**src/rtl/uart_tx_pkg.sv**
```systemverilog
// Shared definitions for the UART transmitter: FSM state encoding, default
// frame parameters and a counter-width helper.
package uart_tx_pkg;

  typedef enum logic [1:0] {
    IDLE  = 2'd0,
    START = 2'd1,
    DATA  = 2'd2,
    STOP  = 2'd3
  } tx_state_t;

  localparam int DEF_BIT_TICKS = 16;
  localparam int DEF_DATA_BITS = 8;

  // Counters never collapse to zero width, even for a range of 1 or 2.
  function automatic int cnt_w(input int n);
    return (n <= 2) ? 1 : $clog2(n);
  endfunction

endpackage

```
**src/rtl/uart_tx_fifo.sv**
```systemverilog
// Small synchronous FIFO with a registered occupancy count and a
// combinational head-of-queue read port.
module sync_fifo #(
  parameter int WIDTH = 8,
  parameter int DEPTH = 4
) (
  input  logic                     clk,
  input  logic                     rst,
  input  logic                     wr_en,
  input  logic [WIDTH-1:0]         wr_data,
  input  logic                     rd_en,
  output logic [WIDTH-1:0]         rd_data,
  output logic                     full,
  output logic                     empty,
  output logic [$clog2(DEPTH):0]   count
);

  localparam int AW = $clog2(DEPTH);
  localparam logic [AW:0] FULL_CNT = (AW + 1)'(DEPTH);

  logic [WIDTH-1:0] mem [DEPTH];
  logic [AW-1:0]    wr_ptr;
  logic [AW-1:0]    rd_ptr;
  logic             wr_ok;
  logic             rd_ok;

  // A full FIFO refuses writes even when a read frees a slot this cycle.
  assign full    = (count == FULL_CNT);
  assign empty   = (count == '0);
  assign wr_ok   = wr_en && !full;
  assign rd_ok   = rd_en && !empty;
  assign rd_data = mem[rd_ptr];

  always_ff @(posedge clk) begin
    if (wr_ok) mem[wr_ptr] <= wr_data;
  end

  always_ff @(posedge clk) begin
    if (rst) begin
      wr_ptr <= '0;
      rd_ptr <= '0;
      count  <= '0;
    end else begin
      if (wr_ok) wr_ptr <= wr_ptr + 1'b1;
      if (rd_ok) rd_ptr <= rd_ptr + 1'b1;
      case ({wr_ok, rd_ok})
        2'b10:   count <= count + 1'b1;
        2'b01:   count <= count - 1'b1;
        default: count <= count;
      endcase
    end
  end

endmodule

```
**src/rtl/uart_tx.sv**
```systemverilog
// 8N1-style serial transmitter: buffers bytes in a FIFO and shifts each out
// MSB first as start bit, data bits and stop bit(s), BIT_TICKS clocks per bit.
module uart_tx
  import uart_tx_pkg::*;
#(
  parameter int BIT_TICKS  = DEF_BIT_TICKS,
  parameter int DATA_BITS  = DEF_DATA_BITS,
  parameter int STOP_BITS  = 1,
  parameter int FIFO_DEPTH = 4
) (
  input  logic                 clk,
  input  logic                 rst,
  input  logic [DATA_BITS-1:0] in_data,
  input  logic                 in_valid,
  output logic                 in_ready,
  output logic                 tx,
  output logic                 busy
);

  localparam int TW = cnt_w(BIT_TICKS);
  localparam int BW = cnt_w(DATA_BITS);
  localparam int CW = $clog2(FIFO_DEPTH) + 1;
  localparam logic [TW-1:0] TICK_LAST = TW'(BIT_TICKS - 1);
  localparam logic [BW-1:0] BIT_LAST  = BW'(DATA_BITS - 1);
  localparam logic          STOP_LAST = (STOP_BITS == 2);

  tx_state_t            state;
  logic [TW-1:0]        tick;
  logic [BW-1:0]        bit_cnt;
  logic                 stop_cnt;
  logic [DATA_BITS-1:0] shift;
  logic [DATA_BITS-1:0] head;
  logic                 full;
  logic                 empty;
  logic [CW-1:0]        count;
  logic                 tick_end;
  logic                 pop;

  assign tick_end = (tick == TICK_LAST);
  // Popping on the last stop tick chains frames with no idle gap.
  assign pop      = !empty && ((state == IDLE) ||
                    (state == STOP && tick_end && stop_cnt == STOP_LAST));
  assign in_ready = !full;
  assign busy     = (state != IDLE) || (count != '0);

  sync_fifo #(
    .WIDTH (DATA_BITS),
    .DEPTH (FIFO_DEPTH)
  ) u_fifo (
    .clk     (clk),
    .rst     (rst),
    .wr_en   (in_valid),
    .wr_data (in_data),
    .rd_en   (pop),
    .rd_data (head),
    .full    (full),
    .empty   (empty),
    .count   (count)
  );

  always_ff @(posedge clk) begin
    if (rst) begin
      state    <= IDLE;
      tick     <= '0;
      bit_cnt  <= '0;
      stop_cnt <= 1'b0;
      shift    <= '0;
      tx       <= 1'b1;
    end else begin
      case (state)
        IDLE: begin
          tx <= 1'b1;
          if (pop) begin
            shift <= head;
            tick  <= '0;
            state <= START;
          end
        end
        START: begin
          tx   <= 1'b0;
          tick <= tick_end ? '0 : tick + 1'b1;
          if (tick_end) begin
            bit_cnt <= '0;
            state   <= DATA;
          end
        end
        DATA: begin
          tx   <= shift[DATA_BITS-1];
          tick <= tick_end ? '0 : tick + 1'b1;
          if (tick_end) begin
            shift <= shift << 1;
            if (bit_cnt == BIT_LAST) begin
              stop_cnt <= 1'b0;
              state    <= STOP;
            end else begin
              bit_cnt <= bit_cnt + 1'b1;
            end
          end
        end
        STOP: begin
          tx   <= 1'b1;
          tick <= tick_end ? '0 : tick + 1'b1;
          if (tick_end) begin
            if (stop_cnt == STOP_LAST) begin
              if (pop) begin
                shift <= head;
                state <= START;
              end else begin
                state <= IDLE;
              end
            end else begin
              stop_cnt <= stop_cnt + 1'b1;
            end
          end
        end
        default: state <= IDLE;
      endcase
    end
  end

endmodule

```
**config.mk**
```make
export PLATFORM = sky130hd
export DESIGN_NAME = uart_tx
export DESIGN_NICKNAME = d
export VERILOG_FILES = /design/src/rtl/uart_tx_pkg.sv /design/src/rtl/uart_tx_fifo.sv /design/src/rtl/uart_tx.sv
export SDC_FILE = /design/constraint.sdc
export NUM_CORES = 1
export LEC_CHECK = 0
export ABC_AREA = 1
export CAP_MARGIN = 10
export CORE_MARGIN = 1.5
export CORE_UTILIZATION = 40
export DETAILED_ROUTE_END_ITERATION = 6
export SETUP_SLACK_MARGIN = 0.02
export SLEW_MARGIN = 20
export SYNTH_ARGS = -nofsm -noshare
export SYNTH_HDL_FRONTEND = slang
export SYNTH_SLANG_ARGS = --single-unit
```
**constraint.sdc**
```tcl
create_clock -name clk -period 1.95 [get_ports clk]
set_input_delay 0.39 -clock clk [delete_from_list [all_inputs] [get_ports clk]]
set_output_delay 0.39 -clock clk [all_outputs]
set_load 0.02 [all_outputs]
```
Word-level counts from Yosys, hierarchy flattened. Memories as Yosys holds them, arrays and structs flattened. A register that Yosys moved wholly into a read port is not among the register bits. Index checks and enable logic that the tools add are counted.

Register bits: 26. Memory bits (writable): 32. Input port bits: 11. Output and inout bits: 3. Logic and storage cells: 87. Memories: 1.

Memory list: u_fifo.mem (words 4, bits a word 8, read ports 1, clocked after memory_dff 1, wr ports 1, RTL line uart_tx_fifo.sv:21) `logic [WIDTH-1:0] mem [DEPTH];`.

Add/subtract/negate cells: 7. Equal/unequal tests: 15. Multiplexer cells: 31. Bitwise logic cells: 1. Reduce and logical (&&, ||, !) cells: 23.

Operator list (number): $mux W8 (4); $pmux W8 S3 (1); $mux W2 (8); $ne A2 B2 Y1 const B (6); $pmux W3 S2 (2); $reduce_and A4 Y1 (3); $mux W3 (3); $mux W4 (2); $pmux W2 S4 (1); $pmux W4 S2 (1); $reduce_bool A2 Y1 (4); $mux W1 (7); $add A3 B1 Y3 const B (2); $eq A2 B2 Y1 const B (3); $eq A3 B3 Y1 const B (2); $reduce_and A6 Y1 (1); $reduce_bool A3 Y1 (2); $logic_and A1 B1 Y1 (5); $add A2 B1 Y2 const B (2); $add A4 B1 Y4 const B (1); $eq A2 B1 Y1 const B (2); $eq A4 B4 Y1 const B (1); $logic_not A3 Y1 (1); $pmux W1 S3 (1); other kinds (10) (12).

Depth between registers and ports, before layout. Gate-level depths: netlist of the first run.

Depth in word-level cells: 9. Mapped depth: 13. Depth with buffers taken out: 13.

Hierarchy. Synthesis of the first run repeated with hierarchy kept, for this count alone.

Cell total of the unflattened synthesis: 287. Area, all modules: 2740.1 µm².

Modules (own cells, without submodules): sync_fifo (instances 1, cells an instance 146, area each 1685.4 µm², sequential area each 1141.1 µm²); uart_tx (instances 1, cells an instance 141, area each 1054.8 µm², sequential area each 360.3 µm²).

Least setup slack after synthesis of the first run. No wires, ideal clock.

Path type: reg-to-reg. Start point: register state[1]. End point: register u_fifo.count[2]. Library setup time: 0.122 ns. Data arrival time: 1.985 ns. Data required time: 1.828 ns. Setup slack: -0.157 ns. Cell stages (with the launch flop): 14. Buffers on the path: 0. Period minus slack after synthesis: 2.107 ns. Path through: dfxtp_1 > inv_1 > ha_1 > inv_1 > nand2_1 > nand2_1 > nor2_2 > ha_1 > inv_1 > fa_1 > a21oi_1 > o21ai_0 > o21ai_0 > a21oi_1.

Cells in the longest elaborated chain, start to end: 8. Elaborated cells between the ends (all ways): 11. Those cells by class: eq/ne (3); mux (1); reduce/logical (7).

Ends and longest elaborated chain: start, declared (RTL line uart_tx.sv:27) `tx_state_t state;`; start signal, assigned (RTL line uart_tx.sv:63) `state <= IDLE;`; start signal, assigned (RTL line uart_tx.sv:76) `state <= START;`; start signal, assigned (RTL line uart_tx.sv:84) `state <= DATA;`; $eq A2 B2 Y1 (RTL line uart_tx.sv:42) `(state == STOP && tick_end && stop_cnt == STOP_LAST));`; $logic_and A1 B1 Y1 (2 in series) (RTL line uart_tx.sv:42); $logic_or A1 B1 Y1 (*) (RTL line uart_tx.sv:41) `assign pop = !empty && ((state == IDLE) ||`; $logic_and A1 B1 Y1 (*) (RTL line uart_tx.sv:41); $logic_and A1 B1 Y1 (*) (RTL line uart_tx_fifo.sv:31) `assign rd_ok = rd_en && !empty;`; named net u_fifo.rd_ok (RTL line uart_tx_fifo.sv:25) `logic rd_ok;`; $eq A2 B1 Y1 or $eq A2 B2 Y1 (tied branches) (RTL line uart_tx_fifo.sv:46) `case ({wr_ok, rd_ok})`; $pmux W3 S2 or $reduce_bool A2 Y1 (tied branches); end signal, assigned (RTL line uart_tx_fifo.sv:47) `2'b10: count <= count + 1'b1;`; end signal, assigned (RTL line uart_tx_fifo.sv:48) `2'b01: count <= count - 1'b1;`; end signal, assigned (RTL line uart_tx_fifo.sv:49) `default: count <= count;`; end, declared (RTL line uart_tx_fifo.sv:15) `output logic [$clog2(DEPTH):0] count`.

The timed path passes the listed nets; every way through them passes the cells marked *. A chain may end at the register's enable or synchronous reset.

Worst setup path after layout of the first run. Ends and elaborated chain as after synthesis.

==> results of run 1 <==
-- registers in the layout, summed over array words and instances (netlist names), 2 cells and up, named ones only --
name,cells
u_fifo.mem,32
u_fifo.count,3
bit_cnt,3
u_fifo.wr_ptr,2
shift,8
u_fifo.rd_ptr,2
tick,4
state,2
-- cell families after synthesis --
family / after synthesis / share of synthesized area
AND/OR/NAND/NOR: 151 / 0.231
adder cells (fa/ha/maj): 14 / 0.0666
AO/OA/AOI/OAI: 43 / 0.0854
flip-flops: 59 / 0.548
buffers and inverters: 42 / 0.0657
XOR/XNOR: 1 / 0.00320
-- path summary, 6_finish.rpt --
check,from,endpoint,depth (start not counted),slack (ps)
max,state[1]$_SDFFE_PP0P_,u_fifo.count[2]$_SDFFE_PP0P_,13,4
min,u_fifo.rd_ptr[1]$_SDFFE_PP0P_,u_fifo.rd_ptr[1]$_SDFFE_PP0P_,2,470
min reg2reg,u_fifo.rd_ptr[1]$_SDFFE_PP0P_,u_fifo.rd_ptr[1]$_SDFFE_PP0P_,2,470
max reg2reg,state[1]$_SDFFE_PP0P_,u_fifo.count[2]$_SDFFE_PP0P_,13,4
-- area by class of cell --
class | instances | area, um^2
clock buffer | 10 | 128
clock inverter | 6 | 129
multi-input combinational | 209 | 1140
sequential | 59 | 1510
tap | 77 | 96.3
timing repair buffer | 39 | 325
inverter | 33 | 136
fill | 609 | 3020
-- layer usage --
| layer | share of wire | up-vias |
|---|---|---|
| met5 | 0 | - |
| met4 | 0.017 | 0 |
| met3 | 0.019 | 8 |
| met2 | 0.50 | 20 |
| met1 | 0.47 | 981 |
| li1 | - | 1076 |
-- stage by stage --
| step | utilization | std cells | worst slack (ps) | power [mW] |
|---|---|---|---|---|
| 3_5_place_dp | 0.479 | 413 | -5.42 | 3.60 |
| 3_3_place_gp | 0.479 | 413 | 44.6 | 3.56 |
| 4_1_cts | 0.531 | 432 | -29.4 | 5.21 |
| 5_1_grt | 0.534 | 433 | -74.1 | 5.64 |
| 6_report | 0.534 | 433 | 4.46 | 5.21 |
| 2_1_floorplan | - | 310 | 32.8 | 3.06 |
-- power groups by stage --
stage	Sequential (mW)	Combinational, mW	Clock, mW
floorplan	1.70	1.36	0
global placement	1.73	1.84	0
global route	1.76	2.35	1.53
finish	1.73	2.04	1.44
CTS	1.72	2.03	1.47
detailed placement	1.73	1.87	0
-- cell usage in the layout, fill, tap and decap left out, types with 3 or more instances in the layout --
cell type / Yosys / routed
nand2_1: 96 / 94
nor2_1: 36 / 35
edfxtp_1: 32 / 32
inv_1: 31 / 26
buf_4: 1 / 26
dfxtp_1: 27 / 23
o21ai_0: 23 / 21
a21oi_1: 15 / 14
clkdlybuf4s50_1: 0 / 12
ha_1: 13 / 9
clkbuf_8: 0 / 9
nand3_1: 7 / 7
nand2_4: 3 / 5
ha_4: 0 / 4
bufinv_16: 0 / 4
inv_2: 2 / 3
inv_4: 0 / 3
nand2_2: 3 / 3
o21ai_1: 2 / 3
dfxtp_4: 0 / 3
-- worst max-delay path, stage by stage (launching register included) --
cell,delay [ps]
dfxtp_4,370
inv_4,70
ha_4,160
inv_6,50
nand2_4,60
nand2_4,50
nor2_4,120
ha_4,150
inv_4,40
fa_2,350
a21oi_2,150
o21ai_2,80
o21ai_1,150
a21oi_1,50
-- what timing repair did --
item | CTS | global route
setup endpoints to repair | 3 | 4
buffers inserted | 3 | 1
pin swaps | 7 | 7
resized for setup | 15 | 6
cloned | 0 | 0
==> results list, run 1 <==
- Status: finished clean
* Required time at the worst-slack endpoint: 2170 ps
- Top cells by area in the synthesized netlist: edfxtp_1 35%, dfxtp_1 20%, nand2_1 13%
- The worst setup path is captured at a flop.
- Maximum buffer depth of the clock tree: 2
- Async set or reset register ratio after synthesis: 0
- Count of port buffers added during placement: 13
- 0 antenna diodes ended up in the layout.
- VDD sags by at most between 1 and 1.5 mV.
- The worst setup path is of the reg -> reg kind.
- The die is between 80 and 90 um tall.
- Overall overflow remaining after global route: 0
* Worst slew margin: 0.761
- Setup repair after global routing missed its margin: yes
- Timing would allow up to ~510 MHz.
* Summed area of non-filler cells in the final layout: 0.00347 mm^2
- The cell sitting at the root of the clock tree is a clkbuf_8.
- The synthesized design spends more area on one cell type than any other, namely edfxtp_1.
* Proportion of netlist area held by the largest area contributor: 0.351
* Clock sinks: 59
* Antenna violations before repair: 0
- Number of enable flip-flop cells after synthesis: 32
- The analysis attributes to cell leakage a power of roughly 1.5 nW.
- Hold violation count in the final report: 0
- Once detailed placement completed, the half-perimeter wirelength came to roughly 3600 um.
- Wire per inst: 12.3 um
- Maximum fanout along the worst path: 4
- Sequential fraction of the synthesis area: 0.548
- GR peak layer: met2
* # nets final: about 380
* Instance count of the mapped netlist: 310
* Met3 GRT Util: 0.0318
- The floorplan step set the die width to around 86 um.
- # H-tree levels: 3
* Via count of the routed design: 2,085
- Yosys warning total: 0
- Clock-pin slew was measured on the worst setup and hold paths at around 70 ps.
- Kind of start point of the critical path: flop
- Using the TritonRoute via totals, the vias-per-cell ratio works out to about 4.8.
- Averaged over all synthesized cells, the footprint is approximately 8.8 um^2.
* FF+latch count, synth: roughly 60
- Combinational cell fraction of total power: 0.392
- Commonest cells post-synth: 96 x nand2_1, 36 x nor2_1, 32 x edfxtp_1
- The tightest min-delay check is of the reg -> reg type.
- The area growth from synthesis to layout is 26.6%.
* Most used DFF post-synth: edfxtp_1
- The initial utilization of the core area, before any placement, comes to 0.422.
* Sw power: 1.83 mW
- Power share of the sequential group: 0.331
* Internal: between 3 and 4 mW
- The count of nets left with antenna violations once routing finished came out at 0.
- The pre-antenna-repair detailed-routing pass consisted of 4 iterations.
* TritonCTS Buffers: 9
* Final setup vio count: 0
- Total power per unit cell area: between 1500 and 2000 mW/mm^2
- Synthesized cell area: approximately 0.0027 mm^2
* Wire length of the first global-routing pass: between 9000 and 10,000 um
* Critical Path AT: approximately 2200 ps
* Met1 Use GR: 0.195
- TritonCTS built the clock tree.
- Total I/O pin count: 14
- In the global route stage, overall resource usage came out at 0.161.
- Across the routed clock network, the largest skew measured is approximately 11 ps.
- Counting distinct cell types in the post-synthesis netlist gives 28.
- Period utilization: 0.998
- Mapped Nets: ~340
- Number of remaining DRC errors: 0
- Initial DRC Count: just under 100
- Cell with the most instances after synthesis: nand2_1
- Proportion of layout cells with a drive suffix above 1: 0.202
- Maximum number of pins on one net before global-route repair: 17
- After detailed placement, the total cell area comes to 0.00311 mm^2.
- Via count of the first global-routing pass: about 2,100
- Of the total power, the share spent switching nets is 0.351.
* Setup TNS: 0 ps
- In this run the standard cell core region covers 0.00649 mm^2.
- Max-cap violations: 0
* Sum of routed wire length over all layers: between 5000 and 6000 um
* Time the worst path needs with I/O delays and setup: a little under 2000 ps
* Hold buffer count at cts: 0
- The share of total power dissipated in the clock network is 0.277.
- For the pin with the worst max-slew slack, the measured transition is ~360 ps.
- The initialized floorplan defines 29 standard-cell rows.
- Slew Limit Fails: 0
- On the final layout, the worst hold slack is between 400 and 500 ps.
* Global-route met2 utilization: 0.278
* Area of the die: approximately 0.0074 mm^2
- At the end of routability-driven placement, the weighted congestion stood at approximately 0.79.
- Clock latency on the worst-skew pair, taken at its later pin, is roughly 330 ps.
No activity file was read; power rests on OpenSTA's default activity.
==> inputs of run 2 (changes only) <==
Settings changed: CTS_BUF_LIST set to sky130_fd_sc_hd__clkbuf_16, GPL_ROUTABILITY_DRIVEN set to 0.
==> run 2 against run 1 <==
Hold slack worse by 2.1 ps. Sequential power hardly changed. Combinational power is 3% higher. Cell count is 0.46% higher. Critical endpoint unchanged.
==> results list, run 2 (synthesized netlist as in run 1, its figures left out) <==
- The run finished with clean final reports.
* Clock transition at path regs: roughly 50 ps
- Final setup vio count: 0
* Total placed instance area: 0.00311 mm^2
- For this configuration, the core starts out at a cell density of 0.422.
* Maximum buffer depth of the clock tree: 2
- Measured on the finished design, the core utilization comes to 0.552.
* Setup CP Type: reg -> reg
* CTS Root Cell: clkbuf_16
- Area of the die: about 0.0074 mm^2
* Worst slew margin: 0.738
* Required time at the worst-slack endpoint: around 2200 ps
* Time the worst path needs with I/O delays and setup: approximately 1900 ps
- The number of antenna violations at the first check in global routing came to 0.
- Largest registers in the final layout: u_fifo.mem x32, shift x8, tick x4
- The first global-routing pass estimated around 9300 um of wire.
- Input and output buffers added on the ports amount to 13.
- In this run the worst hold path is classified as reg -> reg.
- The critical path runs through a total of 13 cells.
* Hold violation count in the final report: 0
- Counting stages on the worst path, the most repeated cell is inv_4.
- First drt pass iteration count: 4
* Summed area of non-filler cells in the final layout: between 0.003 and 0.004 mm^2
* Final ANT Viol Nets: 0
- Proportion of layout cells with a drive suffix above 1: 0.207
- Startpoint of the worst register-to-register path: state[1]$_SDFFE_PP0P_
- Total power per unit cell area: roughly 1600 mW/mm^2
- After detailed routing, the total wire length is between 5000 and 6000 um.
* Cell class contributing the biggest share of worst-path delay: adder cells
* Clock sinks: between 50 and 60
- Maximum fanout along the worst path: 4
- Summing over every cut layer, the via total after detailed routing is ~2,100.
- Overall overflow remaining after global route: 0
- Setup repair after global routing could not meet its margin everywhere.
- Critical Path AT: about 2100 ps
- Commonest non-fill, non-tap cell in the layout: nand2_1
- TritonCTS built the clock tree.
- STA classifies the critical path startpoint as a flop.
* Wire per inst: 12.3 um
* Cells on Worst Hold Path: 2
* Via count of the first global-routing pass: around 2,100
- In the global route stage, overall resource usage came out at 0.163.
- Clock tree skew after final layout: ~6.6 ps
- For this run, the top clock speed supported by timing is between 500 and 600 MHz.
* Ant diodes: 0
- On the final layout, the worst hold slack is roughly 460 ps.
- Hold buffer count at cts: 0
- After detailed routing, the number of vias per cell comes to ~4.9.
* Period utilization: 0.991
* Slew Limit Fails: 0
- The region available for standard cell placement spans about 0.0065 mm^2.
- The floorplan has 29 rows.
- For the worst-skew pair, the clock arrives at the later sink with an insertion delay of around 320 ps.
- At the pin with the least slew margin, the transition time is ~390 ps.
* Half-perimeter wire length after placement: about 3600 um
- The number of clock buffers added by TritonCTS is 9.
- The number of cells on the worst reg-to-reg path is 13.
* Total I/O pin count: 14
- Non-filler instance count after layout: approximately 440
- For this block, the initial DRC count from the detailed router was 111.
- Endpoint type of the worst setup path: flop
- In this run, placement finished with an instance count of 413.
- The register with the most flip-flops in the layout has 32 of them.
- Die boundary width: 85.8 um
* Max-cap violations: 0
- Relative to the synthesized area, the layout overhead comes to 30.9%.
* Vertical die dimension: between 80 and 90 um
* Worst min-delay path startpoint: u_fifo.rd_ptr[1]$_SDFFE_PP0P_
* Maximum number of pins on one net before global-route repair: 17
* Commonest cells after routing, fill and taps aside: 94 x nand2_1, 35 x nor2_1, 32 x edfxtp_1
- The net count of the finished layout is approximately 380.
* Number of remaining DRC errors: 0
- Final critical-path setup slack: ~18 ps
- # H-tree levels: 3
- Together, buffers and inverters on the worst path number 4.
* Launching instance or port of the critical path: state[1]$_SDFFE_PP0P_
* Worst voltage drop across the vdd grid: approximately 1.1 mV
- On the critical path, the stage with the largest delay is an instance of dfxtp_4.
- Ranked by flip-flop count, first place goes to u_fifo.mem.
* Critical-path cell list: inv_4 -> ha_4 -> inv_6 -> nand2_4 -> inv_4 -> nor2_4 -> ha_4 -> inv_4 -> fa_2 -> a21oi_2 -> o21ai_2 -> o21ai_1 -> a21oi_1
- Static leakage: 1.52 nW
- Delay of the slowest cell on the worst path: approximately 360 ps
- Post-placement setup slack: -5.42 ps
-- run 2: where the power goes --
part | total [mW] | switching [mW] | internal [mW] | leakage (nW)
clock | 1.87 | 0.510 | 1.36 | 0.178
sequential | 1.73 | 0.148 | 1.58 | 0.517
combinational | 2.10 | 1.23 | 0.870 | 0.822
total | 5.70 | 1.88 | 3.82 | 1.52
-- run 2: path summary, 6_finish.rpt --
check                                  to  slack, ps
min                                  flop        460
max          u_fifo.count[2]$_SDFFE_PP0P_         20
min reg2reg                          flop        460
max reg2reg  u_fifo.count[2]$_SDFFE_PP0P_         20
-- run 2: through the flow --
step	setup TNS [ps]	power, mW
6_report	0	5.70
3_3_place_gp	0	3.56
2_1_floorplan	0	3.06
3_5_place_dp	-5.42	3.60
4_1_cts	-2.94	5.63
5_1_grt	-69.4	6.13
-- run 2: timing repair --
item	4_1_cts	5_1_grt
pin swaps	8	7
buffers inserted	4	2
gates resized for setup	8	13
setup endpoints to repair	3	3
cloned	0	0
-- run 2: metal layers --
metal | routed length (um) | GRT usage | vias to the layer above
met1 | 2540 | 0.204 | 1006
met5 | 0 | 0 | -
met2 | 2640 | 0.271 | 16
met4 | 44 | 0.0718 | 0
met3 | 105 | 0.0346 | 7
li1 | - | - | 1084
-- run 2: area by class of cell --
| type | count | area (um^2) |
|---|---|---|
| clock buffer | 9 | 225 |
| clock inverter | 7 | 133 |
| fill | 598 | 2910 |
| inverter | 33 | 136 |
| multi-input combinational | 209 | 1140 |
| sequential | 59 | 1510 |
| tap | 77 | 96.3 |
| timing repair buffer | 41 | 340 |
-- run 2: worst register-to-register path, stage by stage, from the launching register on --
cell,delay (ps)
dfxtp_4,360
inv_4,70
ha_4,160
inv_6,50
nand2_4,70
inv_4,40
nor2_4,130
ha_4,150
inv_4,40
fa_2,350
a21oi_2,140
o21ai_2,80
o21ai_1,150
a21oi_1,50
